<file path="config.mk">
export PLATFORM = sky130hd
export DESIGN_NAME = dwell_timer
export DESIGN_NICKNAME = d
export VERILOG_FILES = /design/src/rtl/pattern_sweep_checker_dwell_timer.sv
export SDC_FILE = /design/constraint.sdc
export NUM_CORES = 1
export LEC_CHECK = 0
export ABC_AREA = 1
export ABC_CLOCK_PERIOD_IN_PS = 1950
export CORE_AREA = 2 2 39 41
export DETAILED_ROUTE_END_ITERATION = 8
export DIE_AREA = 0 0 41 43
export HOLD_SLACK_MARGIN = 0.08
export PLACE_DENSITY_LB_ADDON = 0.08
export REMOVE_ABC_BUFFERS = 1
export SETUP_SLACK_MARGIN = 0.02
export SYNTH_ARGS = -nofsm -noshare
export SYNTH_HDL_FRONTEND = slang
export SYNTH_SLANG_ARGS = --single-unit
</file>
<file path="constraint.sdc">
create_clock -name clk_i -period 1.95 [get_ports clk_i]
set_input_delay 0.39 -clock clk_i [delete_from_list [all_inputs] [get_ports clk_i]]
set_output_delay 0.39 -clock clk_i [all_outputs]
set_load 0.01 [all_outputs]
</file>
<file path="src/rtl/pattern_sweep_checker_dwell_timer.sv">
// dwell_timer: loadable up-counter pulsing tc_o on the last cycle of each DWELL-cycle step
// Ports: clk_i, rst_ni (async active-low), load_i (clear count), en_i (count), tc_o (terminal count)
module dwell_timer #(
    parameter int DWELL = 10
) (
    input  logic clk_i,
    input  logic rst_ni,
    input  logic load_i,
    input  logic en_i,
    output logic tc_o
);
    localparam int CW = $clog2(DWELL);
    logic [CW-1:0] cnt_q, cnt_d;
    assign tc_o  = en_i && !load_i && cnt_q == CW'(DWELL - 1);
    assign cnt_d = (load_i || tc_o) ? '0 : en_i ? cnt_q + CW'(1) : cnt_q;
    always_ff @(posedge clk_i or negedge rst_ni) begin
        if (!rst_ni) cnt_q <= '0;
        else         cnt_q <= cnt_d;
    end
endmodule

</file>
Word-level counts from Yosys, hierarchy flattened
Cells that the tools add are included.

storage, ports and cells
  register bits after elaboration = 4
  word-level logic and storage cells = 10

operators by class
  reductions and logical operators = 5
  muxes and demuxes = 2
  $add $sub $neg = 1
  equality and inequality tests = 1

operators by type and width
  cell                                                            count
  4-bit two-way mux                                               2
  4-bit by 1-bit adder with 4-bit output (second input constant)  1
  4-bit == test (second input constant)                           1
  1-bit logical AND                                               2
  2-bit nonzero test                                              1
  1-bit zero test                                                 1
  1-bit logical OR                                                1

Depth between registers and ports, before layout
Gate-level depths: netlist of run 1.

  depth in word-level cells = 5
  gate-level depth with buffers = 7
  gate-level depth less buffers = 7

Worst setup path after synthesis of run 1
No wires, ideal clock.

  path type = register to output
  start point = reg cnt_q[1]
  end point = out tc_o
  data arrival time = 0.943 ns
  path buffers = 0
  slack = 0.617 ns
  cell stages (with the launch flop) = 5
  cells stage by stage = dfrtp_1 -> inv_1 -> ha_1 -> nand3_2 -> nor3_1

between the ends
  cells in the longest elaborated chain, start to end = 2

ends and longest elaborated chain
  element                 RTL line  source
  from (decl)             13        logic [CW-1:0] cnt_q, cnt_d;
  from (signal assigned)  18        else cnt_q <= cnt_d;
  4-bit == test           14        assign tc_o = en_i && !load_i && cnt_q == CW'(DWELL - 1);
  1-bit logical AND       14
  to (decl)               10        output logic tc_o

No other way between the ends.

Worst setup path after layout of run 1
  start point = in en_i
  end point = out tc_o

between the ends
  cells in the longest elaborated chain, start to end = 2

ends and longest elaborated chain
  element                         RTL line  source
  from (decl)                     9         input logic en_i,
  1-bit logical AND (2 in a row)  14

No other way between the ends.

==> flow_metrics.py, run 1 <==
metrics = {
    "floorplanning": {
        "core_area_um2": 1380,
        "row_count": 14,
        "die_w_um": 41,
        "die_h_um": 43,
        "ios": 5,
        "dieArea_um2": 1760,
        "start_util_pct": 17.2,
    },
    "critical_path": {
        "end_kind": "output port",
        "crit_type": "primary input to output port",
        "required_ns": 1.56,
        "crit_family": "buffers and inverters",
        "worst_setup_path_start_kind": "primary input",
        "critPathSlowestCell": "clkdlybuf4s50_1",
        "cp_cell_sequence": "clkdlybuf4s50_1, inv_1, nor3_1, dlygate4sd2_1",
        "critPathBufInv": 3,
        "cp.arrival_ns": 1.36,
        "critPathMaxFanout": 2,
        "cpPeakStageDelay_ns": 0.48,
    },
    "pwr": {
        "pwr_density_cell_nw_per_um2": 626,
        "peakVddDrop_v": 0.000377,
        "design_power_total_uw": 219,
        "p_leak_uw": 0.000171,
        "p_switching_uw": 46.2,
        "power_frac_comb_pct": 14.5,
        "switching_share_pct": 21.2,
        "p_int_uw": 172,
        "p_seq_share_pct": 40.8,
        "pwr-share-clk_pct": 44.7,
    },
    "yosys": {
        "postSynthAreaPerCell_um2": 7.92,
        "ys_types": 13,
        "ys_seq_area_share_pct": 42.1,
        "yosys_warnings": 0,
        "syn_inst": 30,
        "synth_top_area_share_pct": 42.1,
        "yosysTopAreaCell": "dfrtp_1",
        "ys_top_cells_by_area": "dfrtp_1 (42%), nand2_1 (13%), ha_1 (11%), o21ai_1 (6.3%), inv_1 (6.3%)",
        "ys_ff_latch": 4,
        "syn-cell-area_um2": 238,
    },
    "cts": {
        "worstSkewPairLatency_ns": 0.23,
        "ctsRootBufferMaster": "clkbuf_4",
        "clock_path_buffers": 2,
        "clk_pin_slew_worst_paths_ns": 0.04,
        "numClockSinks": 4,
        "holdBufCountCts": 0,
        "cts_tree": "built",
        "htreeDepth": 1,
        "cts_buffers": 3,
    },
    "route": {
        "vias": 215,
        "route.detailed.drc": 0,
        "initialDrtViolationCount": 4,
        "avgViaCountPerCell": 3.77,
        "ant_nets": 0,
        "drt_pre_antenna_iters": 4,
        "routed_wl_um": 454,
        "wl_per_cell_um": 7.96,
    },
    "run_status": {
        "outcome": "completed",
    },
    "grt": {
        "grt_pass1_vias": 214,
        "grt_start_max_net_pins": 6,
        "overflow": 0,
        "grt_usage_pct": 7.27,
        "antenna_found_initial": 0,
        "grt_pass1_wl_um": 807,
    },
    "sta": {
        "setup_violations": 0,
        "min_period_ns": 1.75,
        "setup_tns_ns": 0,
        "tightestPinTransition_ns": 0.273,
        "layout_setup_ws_ns": 0.200,
        "rsz0062_at_grt": "no",
        "finalMaxSlewViolations": 0,
        "period_share_pct": 89.7,
        "max_slew_margin_pct": 81.7,
        "clock.fmax_mhz": 571,
        "finalHoldViolations": 0,
        "fin_worst_skew_ns": 0.00477,
    },
    "finish": {
        "mostFrequentLayoutCells": "nand2_1 (8), inv_1 (4), dfrtp_1 (4), buf_4 (4)",
        "area_delta_synth_final_pct": 46.8,
        "drive_gt1_share_pct": 24.4,
        "final_cells": 57,
        "largest_reg_flops": 4,
        "largest_register": "cnt_q",
        "final_cell_area_um2": 349,
        "final_nets": 49,
        "antenna_cells": 0,
        "layout_commonest_cell": "nand2_1",
        "nFillCells": 158,
        "largestRegisters": "cnt_q (4)",
    },
    "place": {
        "pre_cts_ws_ns": -0.0803,
        "gp_congestion": 0.681,
        "port_buffers": 4,
        "dp_hpwl_um": 389,
        "placed_area_um2": 328,
        "place_inst": 54,
    },
    "flow_run": {
        "maxCapViolations": 0,
    },
    "min_path": {
        "min-delay-path-class": "primary input to asynchronous set/reset pin",
    },
}
## per-stage QoR
step	util, %	hold WS [ns]
global placement	23.7	0.556
global route	25.2	0.366
detailed placement	23.7	0.554
CTS	25.2	0.354
floorplan	-	0.0944
finish	25.2	0.360
## path summary, 6_finish.rpt
kind	slack, ns	cells after the start	from	to
worst min register to register	0.56	2	cnt_q[3]$_DFFE_PN0P_	cnt_q[3]$_DFFE_PN0P_
max in group asynchronous	1.42	1	rst_ni	cnt_q[1]$_DFFE_PN0P_
worst max register to register	0.90	4	cnt_q[0]$_DFFE_PN0P_	cnt_q[2]$_DFFE_PN0P_
min in group clk_i	0.56	2	cnt_q[3]$_DFFE_PN0P_	cnt_q[3]$_DFFE_PN0P_
worst min-delay path	0.36	1	rst_ni	cnt_q[3]$_DFFE_PN0P_
worst max-delay path	0.20	4	en_i	tc_o
## layer usage
metal	wire [um]	vias up	part of all wire, %	track usage, %
li1	-	117	-	-
met1	215	90	47	9.15
met2	196	8	43	9.06
met3	42	0	9.3	6.28
met4	0	0	0	2.00
met5	0	-	0	0
## worst reg2reg max path, cell delays in order (launching register included)
cell	delay, ns
dfrtp_1	0.37
buf_4	0.15
ha_1	0.20
xnor2_1	0.13
o21ai_1	0.07
## power groups by stage
stage / Sequential, uW / Clock [uW] / Combinational, uW
after floorplan: 92.2 / 0 / 10.5
after global placement: 90.5 / 0 / 31.9
after detailed placement: 90.3 / 0 / 31.8
after CTS: 89.3 / 105 / 32.2
after global routing: 90.0 / 112 / 34.8
final: 89.2 / 97.7 / 31.7
## cell families (layout without fill, tap and decap cells)
logic type      Yosys count  after routing  synth area share [%]
compound gates            3              3                  6.31
buf+inv                   5             16                  7.89
xor+xnor                  1              1                  3.68
simple gates             15             15                  29.5
fa+ha+maj                 2              2                  10.5
flops                     4              4                  42.1
## area by class of cell
type                            instances  area, um2  share of cell area, %
Timing Repair Buffer                    8       68.8                   19.7
Inverter                                5       18.8                   5.38
Tap cell                               16       20.0                   5.73
Multi-Input combinational cell         21        119                   34.1
Sequential cell                         4        100                   28.7
Clock buffer                            3       22.5                   6.45
## Yosys cell counts (all sizes together)
master / number
dfrtp: 4
o21ai: 3
nor3: 1
nor2: 2
xnor2: 1
inv: 5
nand4: 1
ha: 2
nand2: 9
nand3: 2
## repair_timing
item | 4_1_cts | 5_1_grt
endpoints found under the setup margin | 1 | 0
gates resized for setup | 1 | 0
buffers inserted | 0 | 0
hold endpoints to repair | 0 | 0
Power figures use the tool's default switching activity.
==> run 2: changes to the inputs <==
- SKIP_CTS_REPAIR_TIMING: unset -> 1
==> run 2 against run 1 <==
Effect of this change:
- via count did not move
- sequential power barely moved
- first-iteration DRC count did not move
- clock skew did not move
- routed wire length rose by 0.44%
- utilization rose by 0.27 points
- combinational power barely moved
- register-to-register slack barely moved
- critical endpoint unchanged
- largest power group unchanged
==> flow_metrics.py, run 2 (synthesized netlist as in run 1, its figures left out) <==
metrics = {
    "finish": {
        "final_util_pct": 25.5,
        "drive_gt1_share_pct": 24.4,
        "layout_commonest_cell": "nand2_1",
        "largestRegisters": "cnt_q (4)",
        "mostFrequentLayoutCells": "nand2_1 (8), inv_1 (4), dfrtp_1 (4), buf_4 (4)",
        "area_delta_synth_final_pct": 48.4,
        "antenna_cells": 0,
        "final_nets": 49,
        "largest_reg_flops": 4,
        "largest_register": "cnt_q",
    },
    "flow_run": {
        "maxCapViolations": 0,
    },
    "route": {
        "ant_nets": 0,
        "wl_per_cell_um": 8.00,
        "avgViaCountPerCell": 3.77,
        "drt_pre_antenna_iters": 4,
        "vias": 215,
        "routed_wl_um": 456,
        "initialDrtViolationCount": 4,
        "route.detailed.drc": 0,
    },
    "pwr": {
        "p_leak_uw": 0.000185,
        "peakVddDrop_v": 0.000377,
        "pwr_density_cell_nw_per_um2": 620,
        "design_power_total_uw": 219,
    },
    "critical_path": {
        "critPathMaxFanout": 2,
        "end_kind": "output port",
        "cp.arrival_ns": 1.25,
        "required_ns": 1.56,
        "worst_setup_path_start_kind": "primary input",
        "crit_type": "primary input to output port",
    },
    "floorplanning": {
        "ios": 5,
        "dieArea_um2": 1760,
        "die_w_um": 41,
        "core_area_um2": 1380,
        "start_util_pct": 17.2,
        "die_h_um": 43,
        "row_count": 14,
    },
    "cts": {
        "ctsRootBufferMaster": "clkbuf_4",
        "cts_tree": "built",
        "cts_buffers": 3,
        "clk_pin_slew_worst_paths_ns": 0.04,
        "worstSkewPairLatency_ns": 0.23,
        "clock_path_buffers": 2,
        "numClockSinks": 4,
        "htreeDepth": 1,
    },
    "grt": {
        "grt_usage_pct": 7.27,
        "overflow": 0,
        "grt_pass1_wl_um": 807,
        "grt_pass1_vias": 214,
        "antenna_found_initial": 0,
        "grt_start_max_net_pins": 6,
    },
    "place": {
        "dp_hpwl_um": 389,
        "gp_congestion": 0.681,
        "port_buffers": 4,
    },
    "min_path": {
        "min-delay-path-class": "primary input to asynchronous set/reset pin",
    },
    "sta": {
        "min_period_ns": 1.64,
        "fin_worst_skew_ns": 0.00477,
        "setup_violations": 0,
        "clock.fmax_mhz": 608,
        "rsz0062_at_grt": "no",
        "tightestPinTransition_ns": 0.273,
        "period_share_pct": 84.3,
        "finalHoldViolations": 0,
        "finalMaxSlewViolations": 0,
        "max_slew_margin_pct": 81.7,
    },
    "run_status": {
        "outcome": "completed",
    },
}
## run 2: changes by cell type in the layout (fill, tap and decap cells not counted)
cell,delta
dlymetal6s2s_1,+1
dlygate4sd2_1,-1
## run 2: per-stage QoR
step	setup TNS [ns]	cell area (um2)	setup slack (ns)	cells	hold WS, ns
after floorplan	0	238	0.617	30	0.0944
after CTS	-0.0884	350	-0.0884	57	0.354
after detailed placement	-0.0803	328	-0.0803	54	0.554
after global routing	0	353	0.249	57	0.366
final	0	353	0.306	57	0.360
after global placement	-0.0816	328	-0.0816	54	0.556
## run 2: path summary, 6_finish.rpt
check	from	end	slack, ns	cells past startpoint
worst max-delay path	en_i	tc_o	0.31	4
worst min-delay path	rst_ni	cnt_q[3]$_DFFE_PN0P_	0.36	1
worst max register to register	cnt_q[0]$_DFFE_PN0P_	cnt_q[2]$_DFFE_PN0P_	0.90	4
worst min register to register	cnt_q[3]$_DFFE_PN0P_	cnt_q[3]$_DFFE_PN0P_	0.56	2
max in group asynchronous	rst_ni	cnt_q[1]$_DFFE_PN0P_	1.42	1
min in group clk_i	cnt_q[3]$_DFFE_PN0P_	cnt_q[3]$_DFFE_PN0P_	0.56	2
## run 2: area by class of cell
type | count | area (um2)
Fill cell | 156 | 1030
Multi-Input combinational cell | 21 | 119
Sequential cell | 4 | 100
Timing Repair Buffer | 8 | 72.6
Clock buffer | 3 | 22.5
Tap cell | 16 | 20.0
Inverter | 5 | 18.8
## run 2: power by group
| group | internal [uW] | switching, uW | total (uW) |
|---|---|---|---|
| Combinational | 16.8 | 14.9 | 31.7 |
| Clock | 68.5 | 29.2 | 97.7 |
| Sequential | 87.1 | 2.15 | 89.2 |
## run 2: routing by layer
metal  share of wire (%)  routed length [um]  global-route usage (%)
met1                  47                 215                    9.15
met2                  43                 197                    9.06
met3                 9.6                  44                    6.28
met5                   0                   0                       0
met4                   0                   0                    2.00
## run 2: critical path, stage by stage
cell,delay (ns)
clkdlybuf4s50_1,0.48
inv_1,0.05
nor3_1,0.16
dlymetal6s2s_1,0.18
==> RTL change 1 (settings of run 2) <==
Make the reset (`rst_ni`) synchronous in one clocked block. Comments in the files are not updated.
--- a/src/rtl/pattern_sweep_checker_dwell_timer.sv
+++ b/src/rtl/pattern_sweep_checker_dwell_timer.sv
@@ -15,3 +15,3 @@
     assign cnt_d = (load_i || tc_o) ? '0 : en_i ? cnt_q + CW'(1) : cnt_q;
-    always_ff @(posedge clk_i or negedge rst_ni) begin
+    always_ff @(posedge clk_i) begin
         if (!rst_ni) cnt_q <= '0;
Check against the original RTL: differs if rst_ni is asserted again (counterexample within 10 cycles, from zero or initial values and one cycle with rst_ni low); with rst_ni held inactive, the same outputs for 10 cycles.
==> RTL change 1 against run 2 <==
- die area unchanged
- clock skew down 1.5 ps
- synthesized area down 5.8%
- sequential power down 4.3%
- critical path depth up 2
- largest cell class unchanged
- non-clock buffer count down 2
- final area down 8.2%
- setup slack worse by 31 ps
- critical endpoint unchanged
- sequential cell count unchanged
- highest routed layer is now met4
- wire length up 2.9%
- via count down 5.1%
- total power down 3.8%
- register-to-register slack worse by 100 ps
- largest power group unchanged
==> RTL change 1: results (changes against run 2) <==
met2 usage=0.0813 (-0.00937); H-tree depth=1 (unchanged); Metal-1 WL=212 um (-1.4%); Met2 Wirelength=226 um (+15%); Placed Area=299 um2 (-8.8%); layout cell share with drive strength beyond 1=0.171 (-0.0732); vias in the first global route=183 (-14%); Plain + repair buffers=6 (-2); hold endpoint=cnt_q[3]$_SDFFE_PP0P_; Peak VDD IR=173 uV (-54%); Fin Hold WS=490 ps (+129 ps); R2R Setup Slk=800 ps (-100 ps); DRT Pass-1 Iters=4 (unchanged); final core occ=0.234 (-0.0208); hpwl dp=355 um (-8.7%); PnR Total Power=0.210 mW (-3.8%); sequential fraction of the synthesis area=0.358 (-0.0635); top post-synthesis cells by count=nand2_1 (8), inv_1 (5), nor2_1 (5), dfxtp_1 (4); total CTS buffers=3 (unchanged); initial antenna violation count=0 (unchanged); most common flop cell mapped by yosys=dfxtp_1; Multi-input comb cells=23 (+9.5%); min-delay worst type=reg2reg; WP data arrival=1290 ps (+40 ps); FF/Latch Area=80.1 um2 (-20%); gpl congestion=0.681 (about the same); worst reg2reg startpoint=cnt_q[0]$_SDFFE_PP0P_; first-pass GRT wire length=745 um (-7.7%); LEAKAGE=0.148 nW (-20%); Cells after Synth=32 (+6.7%); GRT Util Overall=0.0714 (-0.00130); Clock Skew=3.28 ps (-1.49 ps); top cells by area, synth=dfxtp_1 (36%), nand2_1 (13%), ha_1 (11%), inv_1 (8.4%), nor2_1 (8.4%); pre-CTS setup slack=-112 ps (-31.4 ps); Cell Int Power=0.164 mW (-5.2%); reg2reg end=cnt_q[2]$_SDFFE_PP0P_; WL met3=18 um (-59%); clk slew on worst S/H paths=40 ps (about the same); Layout clock area frac=0.0695 (+0.00567); clock-net power=0.106 mW (+8%); combinational power share=0.088 (-0.057); buffering overhead=0.178 (-0.0281); global-route track usage on met3=0.0157 (-0.0471); area used by multi-input combinational logic=125 um2 (+5.3%); Routed WL per cell=8.23 um (+2.9%); worst reg-to-reg path cell count=7 (+3); largest net degree at the start of global routing=5 (-1); outcome=finished clean; share of synthesized flip-flops with an asynchronous set or reset=0 (-1.00); vias per cell=3.58 (-5.1%); root cell of the clock tree=clkbuf_4; Antenna Diode Count=0 (unchanged); Top Layer Used=met4; number of DRC markers in iteration 0=5 (+1); fillcell total=164 (+5.1%); library cells used by synthesis=12 (-1); Least-Margin Pin Slew=162 ps (-111 ps); Max FO, Critical Path=3 (+1); M1 GR Usage=0.0774 (-0.0141)
RTL change 1: changes by cell type after synthesis, moves of 2 or more:
cell     before  now
o21ai_1       3    0
a21oi_1       0    2
dfxtp_1       0    4
dfrtp_1       4    0
nor2_1        2    5
RTL change 1: kinds of logic (layout without fill, tap and decap cells):
group                    Yosys count  count (layout)  share of synthesized area
AND/OR/NAND/NOR                   16              16                      0.302
buffers and inverters              5              14                     0.0838
AO/OA/AOI/OAI                      4               4                      0.106
flip-flops                         4               4                      0.358
adder cells (fa/ha/maj)            2               2                      0.112
XOR/XNOR                           1               1                     0.0391
RTL change 1: worst max-delay path by stage:
stage / slack, ps / to / cells past startpoint
2_1_floorplan: 770 / tc_o / 5
3_3_place_gp: -100 / tc_o / 6
3_5_place_dp: -110 / tc_o / 6
4_1_cts: -110 / tc_o / 6
5_1_grt: 190 / tc_o / 6
6_report: 270 / tc_o / 6
==> RTL change 2 (flow settings as in run 2) <==
Made on the original files. `DWELL`: 10 -> 5.
--- a/src/rtl/pattern_sweep_checker_dwell_timer.sv
+++ b/src/rtl/pattern_sweep_checker_dwell_timer.sv
@@ -3,3 +3,3 @@
 module dwell_timer #(
-    parameter int DWELL = 10
+    parameter int DWELL = 5
 ) (
Behaviour: not the same (a bounded check fails within 10 cycles, from zero or initial values and one cycle with rst_ni low).
==> RTL change 2 against run 2 <==
- sequential cell count decreased by 1
- largest power group unchanged
- setup slack improved by 1.2 ps
- total power decreased by 6.7%
- final area decreased by 16%
- wire length decreased by 13%
- largest cell class unchanged
- highest routed layer unchanged
- synthesized area decreased by 22%
- synthesized cell count decreased by 17%
- via count decreased by 15%
- core utilization decreased by 4.0 points
==> RTL change 2: results (changes against run 2) <==
Fin Hold WS=336 ps (-24.1 ps); vias in the first global route=193 (-9.8%); DR vias=183 (-15%); first-pass GRT wire length=724 um (-10%); post-synthesis xor/xnor area fraction=0 (-0.0368); sequential fraction of the synthesis area=0.403 (-0.0184); slowest cell on the critical path=dfrtp_1; biggest regs=cnt_q: 3 flops; CP top delay family=flip-flops; setup tns final=0 ps (unchanged); Least-Margin Pin Slew=138 ps (-135 ps); post-synthesis compound-gate area fraction=0.0403 (-0.0229); LEAKAGE=0.166 nW (-10%); worst reg-to-reg path cell count=5 (+1); Tcrit/Tclk final=0.842 (about the same); library cells used by synthesis=9 (-4); top post-synthesis cells by count=nand2_1 (8), inv_1 (5), dfrtp_1 (3); outcome=finished clean; max incr delay on CP=390 ps (-90 ps); hpwl dp=305 um (-21%); final net count=43 (-12%); Inst Count DP=48 (-11%); layout cell share with drive strength beyond 1=0.167 (-0.0772); gpl congestion=0.642 (-5.7%); pre-CTS setup slack=-94.8 ps (-14.4 ps); top cells by area, synth=dfrtp_1 (40%), nand2_1 (16%), ha_1 (13%), inv_1 (10%), nand4_1 (6.7%); Final Non-Filler Cells=52 (-8.8%); number of DRC markers in iteration 0=3 (-1); Cells after Synth=25 (-17%); adder-cell share of the synthesized area=0.134 (+0.0290); Routed WL per cell=7.67 um (-4.1%); Max FO, Critical Path=4 (+2)
==> RTL change 2: how the worst max path moves through the flow <==
stage	startpoint	end	cells past startpoint
3_5_place_dp	en_i	tc_o	4
2_1_floorplan	cnt_q[0]$_DFFE_PN0P_	tc_o	4
4_1_cts	cnt_q[0]$_DFFE_PN0P_	tc_o	5
5_1_grt	cnt_q[0]$_DFFE_PN0P_	tc_o	5
3_3_place_gp	en_i	tc_o	4
6_report	cnt_q[0]$_DFFE_PN0P_	tc_o	5
==> RTL change 2: kinds of logic (layout without fill, tap and decap cells) <==
family	Yosys count	after routing
simple gates	14	14
buf+inv	5	16
flops	3	3
fa+ha+maj	2	2
compound gates	1	1
==> RTL change 2: final cells by class <==
cell class	instances	area, um2
multi-input cells	17	92.6
repair buffers	7	65.1
well taps	16	20.0
fillers	156	1090
clock buffers	4	26.3
flip-flops and latches	3	75.1
inverters	5	18.8
==> RTL change 2: metal layers <==
layer,GRT usage,part of all wire
met1,0.0774,0.44
met2,0.0813,0.50
met3,0.0157,0.055
met4,0.0800,0
met5,0,0
==> RTL change 2: power by group <==
group	internal (mW)	total, mW	switching [mW]
clock network	0.0766	0.108	0.0315
registers	0.0663	0.0693	0.00302
logic	0.0147	0.0266	0.0119
total	0.158	0.204	0.0464
